[src/rtl/muldiv_pkg.sv]
// Shared definitions for the iterative RV32M multiply/divide unit:
// funct3 encodings, FSM state type and operand-signedness predicates.
package muldiv_pkg;

  localparam logic [2:0] MD_MUL    = 3'b000;
  localparam logic [2:0] MD_MULH   = 3'b001;
  localparam logic [2:0] MD_MULHSU = 3'b010;
  localparam logic [2:0] MD_MULHU  = 3'b011;
  localparam logic [2:0] MD_DIV    = 3'b100;
  localparam logic [2:0] MD_DIVU   = 3'b101;
  localparam logic [2:0] MD_REM    = 3'b110;
  localparam logic [2:0] MD_REMU   = 3'b111;

  typedef enum logic [1:0] {
    MD_IDLE = 2'd0,
    MD_CALC = 2'd1,
    MD_FIN  = 2'd2
  } md_state_e;

  function automatic logic is_div(input logic [2:0] funct3);
    return funct3[2];
  endfunction

  function automatic logic is_rem(input logic [2:0] funct3);
    return funct3[2] & funct3[1];
  endfunction

  function automatic logic is_signed_a(input logic [2:0] funct3);
    return (funct3 == MD_MUL) || (funct3 == MD_MULH) || (funct3 == MD_MULHSU) ||
           (funct3 == MD_DIV) || (funct3 == MD_REM);
  endfunction

  function automatic logic is_signed_b(input logic [2:0] funct3);
    return (funct3 == MD_MUL) || (funct3 == MD_MULH) ||
           (funct3 == MD_DIV) || (funct3 == MD_REM);
  endfunction

endpackage

[src/rtl/muldiv_unit.sv]
// Radix-2 iterative multiply/divide unit for RV32M: shift-add multiply and
// restoring divide on magnitudes, sign fix-up in a final cycle.
module muldiv_unit
  import muldiv_pkg::*;
#(
  parameter int XLEN = 32
) (
  input  logic            clk,
  input  logic            reset,
  input  logic            start,
  input  logic [2:0]      funct3,
  input  logic [XLEN-1:0] a,
  input  logic [XLEN-1:0] b,
  output logic            busy,
  output logic            done,
  output logic [XLEN-1:0] result
);

  localparam int CW = $clog2(XLEN + 1);
  localparam logic [XLEN-1:0] MIN_INT = {1'b1, {(XLEN-1){1'b0}}};

  md_state_e         state;
  logic [2:0]        op;
  logic              neg_a;
  logic              neg_b;
  logic              special;
  logic [2*XLEN-1:0] acc;
  logic [XLEN:0]     rem;
  logic [XLEN-1:0]   opb;
  logic [CW-1:0]     count;

  logic              a_neg_in;
  logic              b_neg_in;
  logic [XLEN-1:0]   a_mag;
  logic [XLEN-1:0]   b_mag;
  logic              div_zero;
  logic              div_ovf;
  logic [XLEN-1:0]   special_val;
  logic [XLEN:0]     mul_sum;
  logic [XLEN:0]     div_shift;
  logic              div_ge;
  logic [2*XLEN-1:0] prod;
  logic [XLEN-1:0]   quo;
  logic [XLEN-1:0]   rmd;
  logic [XLEN-1:0]   fin_val;

  // NOTE: every variable gets a default at the top so no path can infer a latch.
  always_comb begin
    a_neg_in    = is_signed_a(funct3) && a[XLEN-1];
    b_neg_in    = is_signed_b(funct3) && b[XLEN-1];
    a_mag       = a_neg_in ? -a : a;
    b_mag       = b_neg_in ? -b : b;
    div_zero    = is_div(funct3) && (b == '0);
    div_ovf     = ((funct3 == MD_DIV) || (funct3 == MD_REM)) && (a == MIN_INT) && (b == '1);
    special_val = '0;
    if (div_zero)     special_val = is_rem(funct3) ? a : '1;
    else if (div_ovf) special_val = is_rem(funct3) ? '0 : MIN_INT;

    mul_sum   = {1'b0, acc[2*XLEN-1:XLEN]} + (acc[0] ? {1'b0, opb} : '0);
    div_shift = {rem[XLEN-1:0], acc[XLEN-1]};
    div_ge    = div_shift >= {1'b0, opb};

    // The remainder always fits in XLEN bits once a step has completed.
    prod = (neg_a != neg_b) ? -acc : acc;
    quo  = (neg_a != neg_b) ? -acc[XLEN-1:0] : acc[XLEN-1:0];
    rmd  = neg_a ? XLEN'(-rem) : XLEN'(rem);

    fin_val = rmd;
    if (special) fin_val = acc[XLEN-1:0];
    else begin
      case (op)
        MD_MUL:                      fin_val = prod[XLEN-1:0];
        MD_MULH, MD_MULHSU, MD_MULHU: fin_val = prod[2*XLEN-1:XLEN];
        MD_DIV, MD_DIVU:             fin_val = quo;
        default:                     fin_val = rmd;
      endcase
    end
  end

  // NOTE: state uses non-blocking assignments only; datapath registers are reset
  // too so a fresh unit never exposes X through the sign fix-up logic.
  always_ff @(posedge clk) begin
    if (reset) begin
      state   <= MD_IDLE;
      busy    <= 1'b0;
      done    <= 1'b0;
      result  <= '0;
      count   <= '0;
      op      <= MD_MUL;
      neg_a   <= 1'b0;
      neg_b   <= 1'b0;
      special <= 1'b0;
      acc     <= '0;
      rem     <= '0;
      opb     <= '0;
    end else begin
      done <= 1'b0;
      case (state)
        MD_IDLE: begin
          if (start) begin
            op      <= funct3;
            neg_a   <= a_neg_in;
            neg_b   <= b_neg_in;
            opb     <= b_mag;
            rem     <= '0;
            busy    <= 1'b1;
            special <= div_zero || div_ovf;
            if (div_zero || div_ovf) begin
              acc   <= {{XLEN{1'b0}}, special_val};
              count <= '0;
              state <= MD_FIN;
            end else begin
              acc   <= {{XLEN{1'b0}}, a_mag};
              count <= CW'(XLEN);
              state <= MD_CALC;
            end
          end
        end
        MD_CALC: begin
          if (is_div(op)) begin
            acc[XLEN-1:0] <= {acc[XLEN-2:0], div_ge};
            rem           <= div_ge ? (div_shift - {1'b0, opb}) : div_shift;
          end else begin
            acc <= {mul_sum, acc[XLEN-1:1]};
          end
          count <= count - CW'(1);
          if (count == CW'(1)) state <= MD_FIN;
        end
        MD_FIN: begin
          result <= fin_val;
          done   <= 1'b1;
          busy   <= 1'b0;
          state  <= MD_IDLE;
        end
        default: begin
          busy  <= 1'b0;
          state <= MD_IDLE;
        end
      endcase
    end
  end

endmodule

[config.mk]
export PLATFORM = sky130hd
export DESIGN_NAME = muldiv_unit
export DESIGN_NICKNAME = d
export VERILOG_FILES = /design/src/rtl/muldiv_pkg.sv /design/src/rtl/muldiv_unit.sv
export SDC_FILE = /design/constraint.sdc
export NUM_CORES = 1
export LEC_CHECK = 0
export BUFFER_PORTS_ARGS = -buffer_cell sky130_fd_sc_hd__buf_2
export CORE_MARGIN = 2
export CORE_UTILIZATION = 35
export DETAILED_ROUTE_END_ITERATION = 8
export SYNTH_ARGS = -nofsm -noshare
export SYNTH_HDL_FRONTEND = slang
export SYNTH_SLANG_ARGS = --single-unit
[constraint.sdc]
create_clock -name clk -period 3.7 [get_ports clk]
set_input_delay 0.74 -clock clk [delete_from_list [all_inputs] [get_ports clk]]
set_output_delay 0.74 -clock clk [all_outputs]
set_load 0.01 [all_outputs]
==> results of run 1 <==
[worst max-delay path, stage by stage, from the launching register on]
cell,delay [ps]
dfxtp_2,460
inv_1,90
ha_1,220
nor2b_1,160
o31a_1,210
o31a_1,190
o21ai_0,180
or4_1,620
a2111oi_2,390
buf_4,200
o21ai_4,130
buf_4,210
mux2i_1,120
a211oi_1,250
[logic make-up (layout without fill, tap and decap cells)]
logic type | after synthesis | in the layout
AND/OR/NAND/NOR | 693 | 693
AO/OA/AOI/OAI | 692 | 692
buffers and inverters | 208 | 367
flip-flops | 176 | 176
XOR/XNOR | 159 | 159
adder cells (fa/ha/maj) | 73 | 73
multiplexers | 55 | 55
[area by class of cell]
class / instances / share of cell area [%]
Tap cell: 539 / 3.85
Sequential cell: 176 / 20.1
Multi-Input combinational cell: 1672 / 61.4
Clock inverter: 14 / 0.779
Inverter: 75 / 1.63
Timing Repair Buffer: 260 / 9.76
Clock buffer: 18 / 2.45
[sequential cells by signal, summed over array words and instances (netlist names)]
signal and count:
op 3, rem 32, acc 64, neg_b 1
busy 1, state 2, special 1, done 1
neg_a 1, count 6, result 32, opb 32
[synthesized netlist by cell type (18+ instances only)]
library cell	count	area, µm²
nor2_1	227	852
a21oi_1	188	941
dfxtp_1	176	3520
o21ai_0	170	851
nand2_1	150	563
clkbuf_1	114	428
nor3_1	85	425
xnor2_1	81	709
xor2_1	78	683
inv_1	74	278
ha_1	71	888
a211oi_1	58	435
mux2i_1	53	531
or3_1	39	244
a31oi_1	29	181
o31ai_1	29	218
nand4_1	27	169
a21o_1	26	195
nand3_1	26	130
nor4_1	24	150
a22oi_1	21	158
or4_1	20	150
o221ai_1	18	158
[path summary, 6_finish.rpt]
| kind | startpoint | to | depth (start not counted) | slack, ps |
|---|---|---|---|---|
| setup / recovery | acc[31] | rem[1] | 13 | 140 |
| hold / removal | result[25] | result[25] | 2 | 450 |
| setup reg to reg | acc[31] | rem[1] | 13 | 140 |
| hold reg to reg | result[25] | result[25] | 2 | 450 |
[power breakdown]
part	total (µW)	leakage [µW]	internal [µW]	switching (µW)
Combinational	2170	0.00546	780	1390
Clock	1810	0.000267	934	873
Sequential	2150	0.00144	2020	122
[routing by layer]
metal / up-vias / global-route usage (%) / wire, µm / part of all wire (%)
met5: - / 0 / 15 / 0.024
met4: 2 / 8.98 / 1840 / 3.0
met3: 103 / 6.04 / 6000 / 9.7
met2: 826 / 40.3 / 25600 / 41
met1: 7974 / 39.2 / 28300 / 46
li1: 7902 / - / - / -
[metrics by stage]
step	setup TNS (ps)	setup slack (ps)	instance area, µm²
after floorplan	0	7.73	15000
after global placement	-716	-129	16900
after detailed placement	-912	-173	16900
after CTS	0	63.0	17400
after global routing	0	3.79	17500
final	0	144	17500
[timing repair]
item,CTS,global route
resized for setup,0,7
setup buffers,0,4
endpoints found under the setup margin,0,33
==> results.sh, run 1 <==
export IMPL_fill_cell_count=4377
export IMPL_dominant_combinational_cell_family_by_area_after_synthesis="compound AO/OA/AOI/OAI gates"
export IMPL_most_common_layout_cells="nor2_1 (226), a21oi_1 (187), dfxtp_1 (174)"
export IMPL_totalWireLength_mm=61.8
export IMPL_syn_nets=2199
export IMPL_whs_ps=445
export IMPL_grt_setup_unrepaired="no"
export IMPL_run_status="finished clean"
export IMPL_cp_data_required_time_ps=4090
export IMPL_grt_pass1_wl_mm=93.1
export IMPL_placementRows=75
export IMPL_ys_types=81
export IMPL_tightestPinTransition_ps=1210
export IMPL_post_synth_xor_area_fraction_pct=9.28
export IMPL_timing_final_setup_violations=0
export IMPL_ys_seq_area_share_pct=23.5
export IMPL_synth_compound_gate_area_share_pct=29.5
export IMPL_antennaDiodeCount=0
export IMPL_first_global_vias=15300
export IMPL_slew_headroom_pct=18.9
export IMPL_yosys_register_bits=176
export IMPL_area_sequential_um2=3530
export IMPL_hold_path_class="reg2reg"
export IMPL_power_density_nw_per_um2=350
export IMPL_dpl_hpwl_mm=48.9
export IMPL_leakagePower_uw=0.00717
export IMPL_clkSinkCount=176
export IMPL_postLayoutCoreUtil_pct=41.6
export IMPL_cts_root_buf="clkbuf_16"
export IMPL_grt_max_degree=80
export IMPL_ioPinCount=104
export IMPL_syn2layout_area_growth_pct=16.7
export IMPL_nNetsFinal=2345
export IMPL_ys_flop_type="dfxtp_1"
export IMPL_dr_first_iter_drc_count=1974
export IMPL_cp_start_kind="flop"
export IMPL_cp_data_arrival_time_ps=3950
export IMPL_synthCells=2056
export IMPL_layout_cells_most_common="nor2_1"
export IMPL_synthesis_area_um2=15000
export IMPL_multi_input_comb_area_um2=10800
export IMPL_clk_pin_slew_ps=80
export IMPL_fmaxAchievable_ghz=0.281
export IMPL_final_setup_skew_ps=15.5
export IMPL_stdcell_count=2754
export IMPL_count_of_input_and_output_buffers=103
export IMPL_final_layout_size_suffix_gt1_share_pct=15.1
export IMPL_initial_utilization_pct=35.6
export IMPL_synth_area_mux_share_pct=3.68
export IMPL_worstSetupPathType="reg2reg"
export IMPL_place_congestion=1.04
export IMPL_die_extent_in_x_um=211
export IMPL_floorplan_die_area_um2=44600
export IMPL_dr_total_vias=16800
export IMPL_vdd_ir_drop_worst_mv=0.247
export IMPL_clkLatencyLatePin_ps=480
export IMPL_initial_antenna_violation_count=2
export IMPL_grtUsageTotal_pct=27.4
export IMPL_placeableCoreArea_um2=42100
export IMPL_async_flop_share_pct=0
export IMPL_synth_simple_area_share_pct=22.6
export IMPL_cts_buffer_depth=2
export IMPL_tritoncts_buffer_count=17
export IMPL_drt_wirelength_per_cell_um=22.5
export IMPL_p_total_uw=6130
export IMPL_die_y_um=211
export IMPL_dr_pass1_iters=6
export IMPL_final_antenna_net_count=0
export IMPL_avgSynthCellArea_um2=7.30
export IMPL_maxCapViolations=0
export IMPL_grt_overflow=0
export IMPL_post_synth_fa_ha_maj_area_fraction_pct=6.18
export IMPL_post_route_drc_count=0
export IMPL_cts_htree_levels=4
export IMPL_vias_per_cell=6.10
export IMPL_timing_final_max_slew_violations=0
export IMPL_fin_crit_ps=3560
export IMPL_min_period_over_period_pct=96.1
export IMPL_cts_hold_buffers=0
export IMPL_placed_cells_incl_taps=2718
export IMPL_critical_path_max_fanout=11
export IMPL_tritoncts="built"
export IMPL_worst_setup_path_end_kind="flop"
export IMPL_number_of_enable_type_register_cells_in_the_synthesized_netlist=0
export IMPL_yosys_warnings=0
export IMPL_hold_violations=0
No activity file was read; power rests on OpenSTA's default activity.
==> run 2, diff against run 1 <==
Settings changed: CORE_ASPECT_RATIO set to 2.
==> run 2 against run 1 <==
Setup slack worse by 14 ps. Via count rose by 0.32%. Combinational power decreased by 2%. Flip-flop and latch count stayed put. Design area grew 1.5%. Highest routed layer is now met4.
==> results.sh, run 2 (same netlist as run 1, synthesis figures left out) <==
export IMPL_nNetsFinal=2367
export IMPL_first_global_vias=16900
export IMPL_tritoncts_buffer_count=17
export IMPL_number_of_flip_flops_in_the_largest_register=64
export IMPL_sum_of_met3_wire_segment_lengths_after_detailed_routing_mm=3.07
export IMPL_timing_critical_path_cells="nor3_1 -> buf_4 -> nand3_1 -> nor3_1 -> nor4b_1 -> buf_4 -> mux2_2 -> a21oi_1 -> a211oi_1 -> a211oi_1 -> nor3_1"
export IMPL_cts_root_buf="clkbuf_16"
export IMPL_grt_max_degree=99
export IMPL_met1_length_mm=23.0
export IMPL_dr_total_vias=16900
export IMPL_crit_reg2reg_launch="acc[51]"
export IMPL_fmaxAchievable_ghz=0.280
export IMPL_die_extent_in_x_um=150
export IMPL_timing_setup_tns_ps=0
export IMPL_power_density_nw_per_um2=353
export IMPL_worst_setup_path_end_kind="flop"
export IMPL_met2_length_mm=32.6
export IMPL_placeableCoreArea_um2=42400
export IMPL_worstSetupPathType="reg2reg"
export IMPL_cts_htree_levels=4
export IMPL_hold_violations=0
export IMPL_hold_path_class="reg2reg"
export IMPL_drt_wirelength_per_cell_um=23.8
export IMPL_stdcell_area_um2=17800
export IMPL_slew_headroom_pct=30.9
export IMPL_fill_cell_count=4370
export IMPL_grt_overflow=0
export IMPL_critical_path_max_fanout=7
export IMPL_grt_pass1_wl_mm=99.7
export IMPL_cts_buffer_depth=2
export IMPL_vdd_ir_drop_worst_mv=0.391
export IMPL_clkSinkCount=176
export IMPL_grt_setup_unrepaired="no"
export IMPL_timing_final_max_slew_violations=0
export IMPL_initial_utilization_pct=35.4
export IMPL_min_period_over_period_pct=96.5
export IMPL_most_common_layout_cells="nor2_1 (226), a21oi_1 (188), dfxtp_1 (175), buf_4 (175), o21ai_0 (170)"
export IMPL_crit_startpoint="acc[51]"
export IMPL_initial_antenna_violation_count=1
export IMPL_layout_cells_most_common="nor2_1"
export IMPL_antennaDiodeCount=0
export IMPL_clk_pin_slew_ps=80
export IMPL_tightestPinTransition_ps=1030
export IMPL_count_of_input_and_output_buffers=103
export IMPL_cp_data_arrival_time_ps=3920
export IMPL_dr_first_iter_drc_count=1256
export IMPL_dpl_hpwl_mm=52.4
export IMPL_place_congestion=0.999
export IMPL_ioPinCount=104
export IMPL_cp_common_cell="nor3_1"
export IMPL_highest_signal_layer="met4"
export IMPL_reg_with_most_ffs="acc"
export IMPL_cpMaxStageDelayCell="nor3_1"
export IMPL_final_layout_size_suffix_gt1_share_pct=15.8
export IMPL_grtUsageTotal_pct=29.6
export IMPL_dr_pass1_iters=6
export IMPL_cts_setup_buffers=0
export IMPL_final_setup_skew_ps=13.9
export IMPL_floorplan_die_area_um2=44700
export IMPL_final_antenna_net_count=0
export IMPL_cp_data_required_time_ps=4050
export IMPL_slowest_stage_delay_on_critical_path_ps=700
export IMPL_holdCritStartpoint="result[24]"
export IMPL_fin_crit_ps=3570
export IMPL_syn2layout_area_growth_pct=18.4
export IMPL_tritoncts="built"
export IMPL_totalWireLength_mm=66.3
export IMPL_die_y_um=297
export IMPL_cp_start_kind="flop"
export IMPL_clkLatencyLatePin_ps=470
export IMPL_placementRows=107
export IMPL_leakagePower_uw=0.00733
export IMPL_maxCapViolations=0
export IMPL_timing_final_setup_violations=0
export IMPL_post_dp_cell_area_um2=17100
export IMPL_run_status="finished clean"
export IMPL_vias_per_cell=6.06
export IMPL_post_route_drc_count=0
==> run 2: layer usage <==
layer | global-route usage, % | vias up
li1 | - | 7942
met3 | 3.36 | 275
met1 | 30.4 | 7934
met2 | 50.4 | 709
met4 | 28.5 | 0
met5 | 0 | -
==> run 2: where the power goes <==
group          internal [µW]  leakage, µW  switching [µW]
combinational            794      0.00559            1340
sequential              2020      0.00144             144
clock                   1030     0.000302             943
==> run 2: worst paths after layout <==
check / slack, ps / endpoint / depth (start not counted)
setup / recovery: 130 / result[30] / 11
hold / removal: 440 / result[24] / 2
setup reg to reg: 130 / result[30] / 11
hold reg to reg: 440 / result[24] / 2
==> run 2: critical path: cells and delay by family, from the launching register on <==
| kind | cells | cell delay [ps] |
|---|---|---|
| AND/OR/NAND/NOR | 5 | 1740 |
| buffers and inverters | 2 | 480 |
| AO/OA/AOI/OAI | 3 | 450 |
| flip-flops | 1 | 440 |
| multiplexers | 1 | 330 |
==> run 2: repair_timing <==
action | in CTS | in global routing
hold buffers | 0 | 0
resized for setup | 0 | 4
endpoints found under the setup margin | 0 | 5
==> run 2: cell type report <==
cell class              count  area [µm²]  share of cell area (%)
clock buffers              17         425                    2.39
clock inverters            15         189                    1.06
inverters                  75         282                    1.58
multi-input cells        1672       10700                    60.5
flip-flops and latches    176        3520                    19.8
well taps                 545         682                    3.84
repair buffers            282        1920                    10.8
==> run 2: metrics by stage <==
step / hold slack, ps / power [µW] / utilization, % / setup WS, ps / instances
2_1_floorplan: 432 / 3470 / - / 7.73 / 2056
3_3_place_gp: 425 / 4270 / 40.4 / -150 / 2750
3_5_place_dp: 434 / 4290 / 40.4 / -169 / 2750
4_1_cts: 444 / 6250 / 41.8 / 164 / 2782
5_1_grt: 478 / 6560 / 41.9 / 30.9 / 2782
6_report: 441 / 6270 / 41.9 / 130 / 2782
==> run 3, diff against run 2 <==
Settings changed: BUFFER_PORTS_ARGS -buffer_cell sky130_fd_sc_hd__buf_2 to -buffer_cell sky130_fd_sc_hd__buf_4.
==> run 3 against run 2 <==
Wire length increased by 0.75%. Critical path depth increased by 1. Flip-flop and latch count unchanged. Register-to-register slack about the same. Power increased by 0.29%. First-iteration DRC count increased by 3.0%. Global-route usage increased by 0.078 points. Non-clock buffer count decreased by 14. Sequential power about the same. Clock skew increased by 3.5 ps. Fmax decreased by 0.14%. Critical endpoint is now rem[3].
==> results.sh, run 3 (same netlist as run 1, synthesis figures left out) <==
export IMPL_cts_htree_levels=4
export IMPL_final_antenna_net_count=0
export IMPL_endpoint="rem[3]"
export IMPL_floorplan_die_area_um2=44700
export IMPL_crit_reg2reg_launch="opb[6]"
export IMPL_place_congestion=0.984
export IMPL_leakagePower_uw=0.00732
export IMPL_fin_crit_ps=3580
export IMPL_run_status="finished clean"
export IMPL_number_of_flip_flops_in_the_largest_register=64
export IMPL_die_extent_in_x_um=150
export IMPL_cts_hold_buffers=0
export IMPL_most_common_layout_cells="buf_4 (263), nor2_1 (226), a21oi_1 (188)"
export IMPL_final_setup_skew_ps=17.4
export IMPL_timing_final_setup_violations=0
export IMPL_clk_pin_slew_ps=80
export IMPL_clkSinkCount=176
export IMPL_placeableCoreArea_um2=42400
export IMPL_cp_data_arrival_time_ps=3950
export IMPL_timing_critical_path_depth=12
export IMPL_hold_violations=0
export IMPL_grtUsageTotal_pct=29.7
export IMPL_reg_with_most_ffs="acc"
export IMPL_placementRows=107
export IMPL_dr_pass1_iters=6
export IMPL_drt_wirelength_per_cell_um=24.1
export IMPL_clkLatencyLatePin_ps=480
export IMPL_worstSetupPathType="reg2reg"
export IMPL_cpMaxStageDelayCell="or4_1"
export IMPL_critPathTopFamily="compound AO/OA/AOI/OAI gates"
export IMPL_slowest_stage_delay_on_critical_path_ps=620
export IMPL_layout_cells_most_common="buf_4"
export IMPL_hold_path_class="reg2reg"
export IMPL_cp_data_required_time_ps=4070
export IMPL_ioPinCount=104
export IMPL_totalWireLength_mm=66.8
export IMPL_maxCapViolations=0
export IMPL_dr_total_vias=16900
export IMPL_tritoncts_buffer_count=17
export IMPL_cp_start_kind="flop"
export IMPL_fmaxAchievable_ghz=0.280
export IMPL_worst_setup_path_end_kind="flop"
export IMPL_worst_r2r_cell_count=12
export IMPL_timing_critical_path_buf_inv=2
export IMPL_first_global_vias=16600
export IMPL_syn2layout_area_growth_pct=19.3
export IMPL_r2r_end="rem[3]"
export IMPL_initial_antenna_violation_count=0
export IMPL_tightestPinTransition_ps=1050
export IMPL_grt_pass1_wl_mm=99.9
export IMPL_final_setup_worst_slack_ps=125
export IMPL_slew_headroom_pct=30.0
export IMPL_antennaDiodeCount=0
export IMPL_cts_root_buf="clkbuf_16"
export IMPL_post_route_drc_count=0
export IMPL_min_period_over_period_pct=96.6
export IMPL_postLayoutCoreUtil_pct=42.2
export IMPL_power_density_nw_per_um2=351
export IMPL_dpl_hpwl_mm=52.5
export IMPL_crit_startpoint="opb[6]"
export IMPL_timing_final_max_slew_violations=0
export IMPL_grt_overflow=0
export IMPL_grt_setup_unrepaired="no"
export IMPL_place_worst_setup_slack_ps=-139
export IMPL_vias_per_cell=6.11
export IMPL_grt_max_degree=99
export IMPL_critical_path_max_fanout=9
export IMPL_stdcell_count=2768
export IMPL_initial_utilization_pct=35.4
export IMPL_p_total_uw=6290
export IMPL_final_layout_size_suffix_gt1_share_pct=15.2
export IMPL_reg2reg_slack_ps=120
export IMPL_dr_first_iter_drc_count=1294
export IMPL_placed_cells_incl_taps=2736
export IMPL_die_y_um=297
export IMPL_timing_critical_path_cells="inv_1 -> ha_1 -> nand4_1 -> nor2_1 -> o31a_1 -> o21ai_0 -> or4_1 -> a2111oi_2 -> buf_4 -> o21ai_4 -> a211o_1 -> a311oi_1"
export IMPL_nNetsFinal=2353
export IMPL_cts_buffer_depth=2
export IMPL_count_of_input_and_output_buffers=103
export IMPL_vdd_ir_drop_worst_mv=0.365
export IMPL_tritoncts="built"
run 3: per-stage QoR:
stage	TNS [ps]	area (µm²)	hold slack (ps)
floorplan	0	15000	432
global route	0	17900	474
global placement	-1090	17300	432
CTS	0	17900	452
finish	0	17900	450
detailed placement	-1210	17300	441
run 3: layout make-up:
| cell class | count | area, µm² |
|---|---|---|
| multi-input cells | 1672 | 10700 |
| flip-flops and latches | 176 | 3530 |
| fillers | 4383 | 24500 |
| clock inverters | 15 | 191 |
| repair buffers | 268 | 2070 |
| clock buffers | 17 | 425 |
| inverters | 75 | 282 |
| well taps | 545 | 682 |
run 3: report_power, final:
group	switching [µW]	total, µW	internal [µW]
registers	150	2170	2020
clock network	986	1960	979
logic	1340	2150	816
total	2470	6290	3820
run 3: worst min-delay path by stage:
stage | start | to | slack (ps) | cells after the start
finish | result[25] | result[25] | 450 | 2
global route | result[25] | result[25] | 470 | 2
CTS | result[25] | result[25] | 450 | 2
detailed placement | result[25] | result[25] | 440 | 2
global placement | result[24] | result[24] | 430 | 2
floorplan | opb[31] | opb[31] | 430 | 2
run 3: per-layer routing:
layer  up-vias  track usage, %  share of wire (%)
li1       7914               -                  -
met2       677            52.1                 51
met4         0            23.8                9.3
met5         -               0                  0
met3       225            3.09                5.0
met1      8100            31.3                 35
run 3: worst reg2reg max path, stage by stage, from the launching register on:
cell       delay, ps
dfxtp_1          340
inv_1            100
ha_1             390
nand4_1          140
nor2_1           130
o31a_1           210
o21ai_0          200
or4_1            620
a2111oi_2        430
buf_4            190
o21ai_4          110
a211o_1          320
a311oi_1         290
run 3: repair_timing:
item / CTS / global route
setup endpoints to repair: 0 / 9
buffers inserted: 0 / 0
resized for setup: 0 / 3
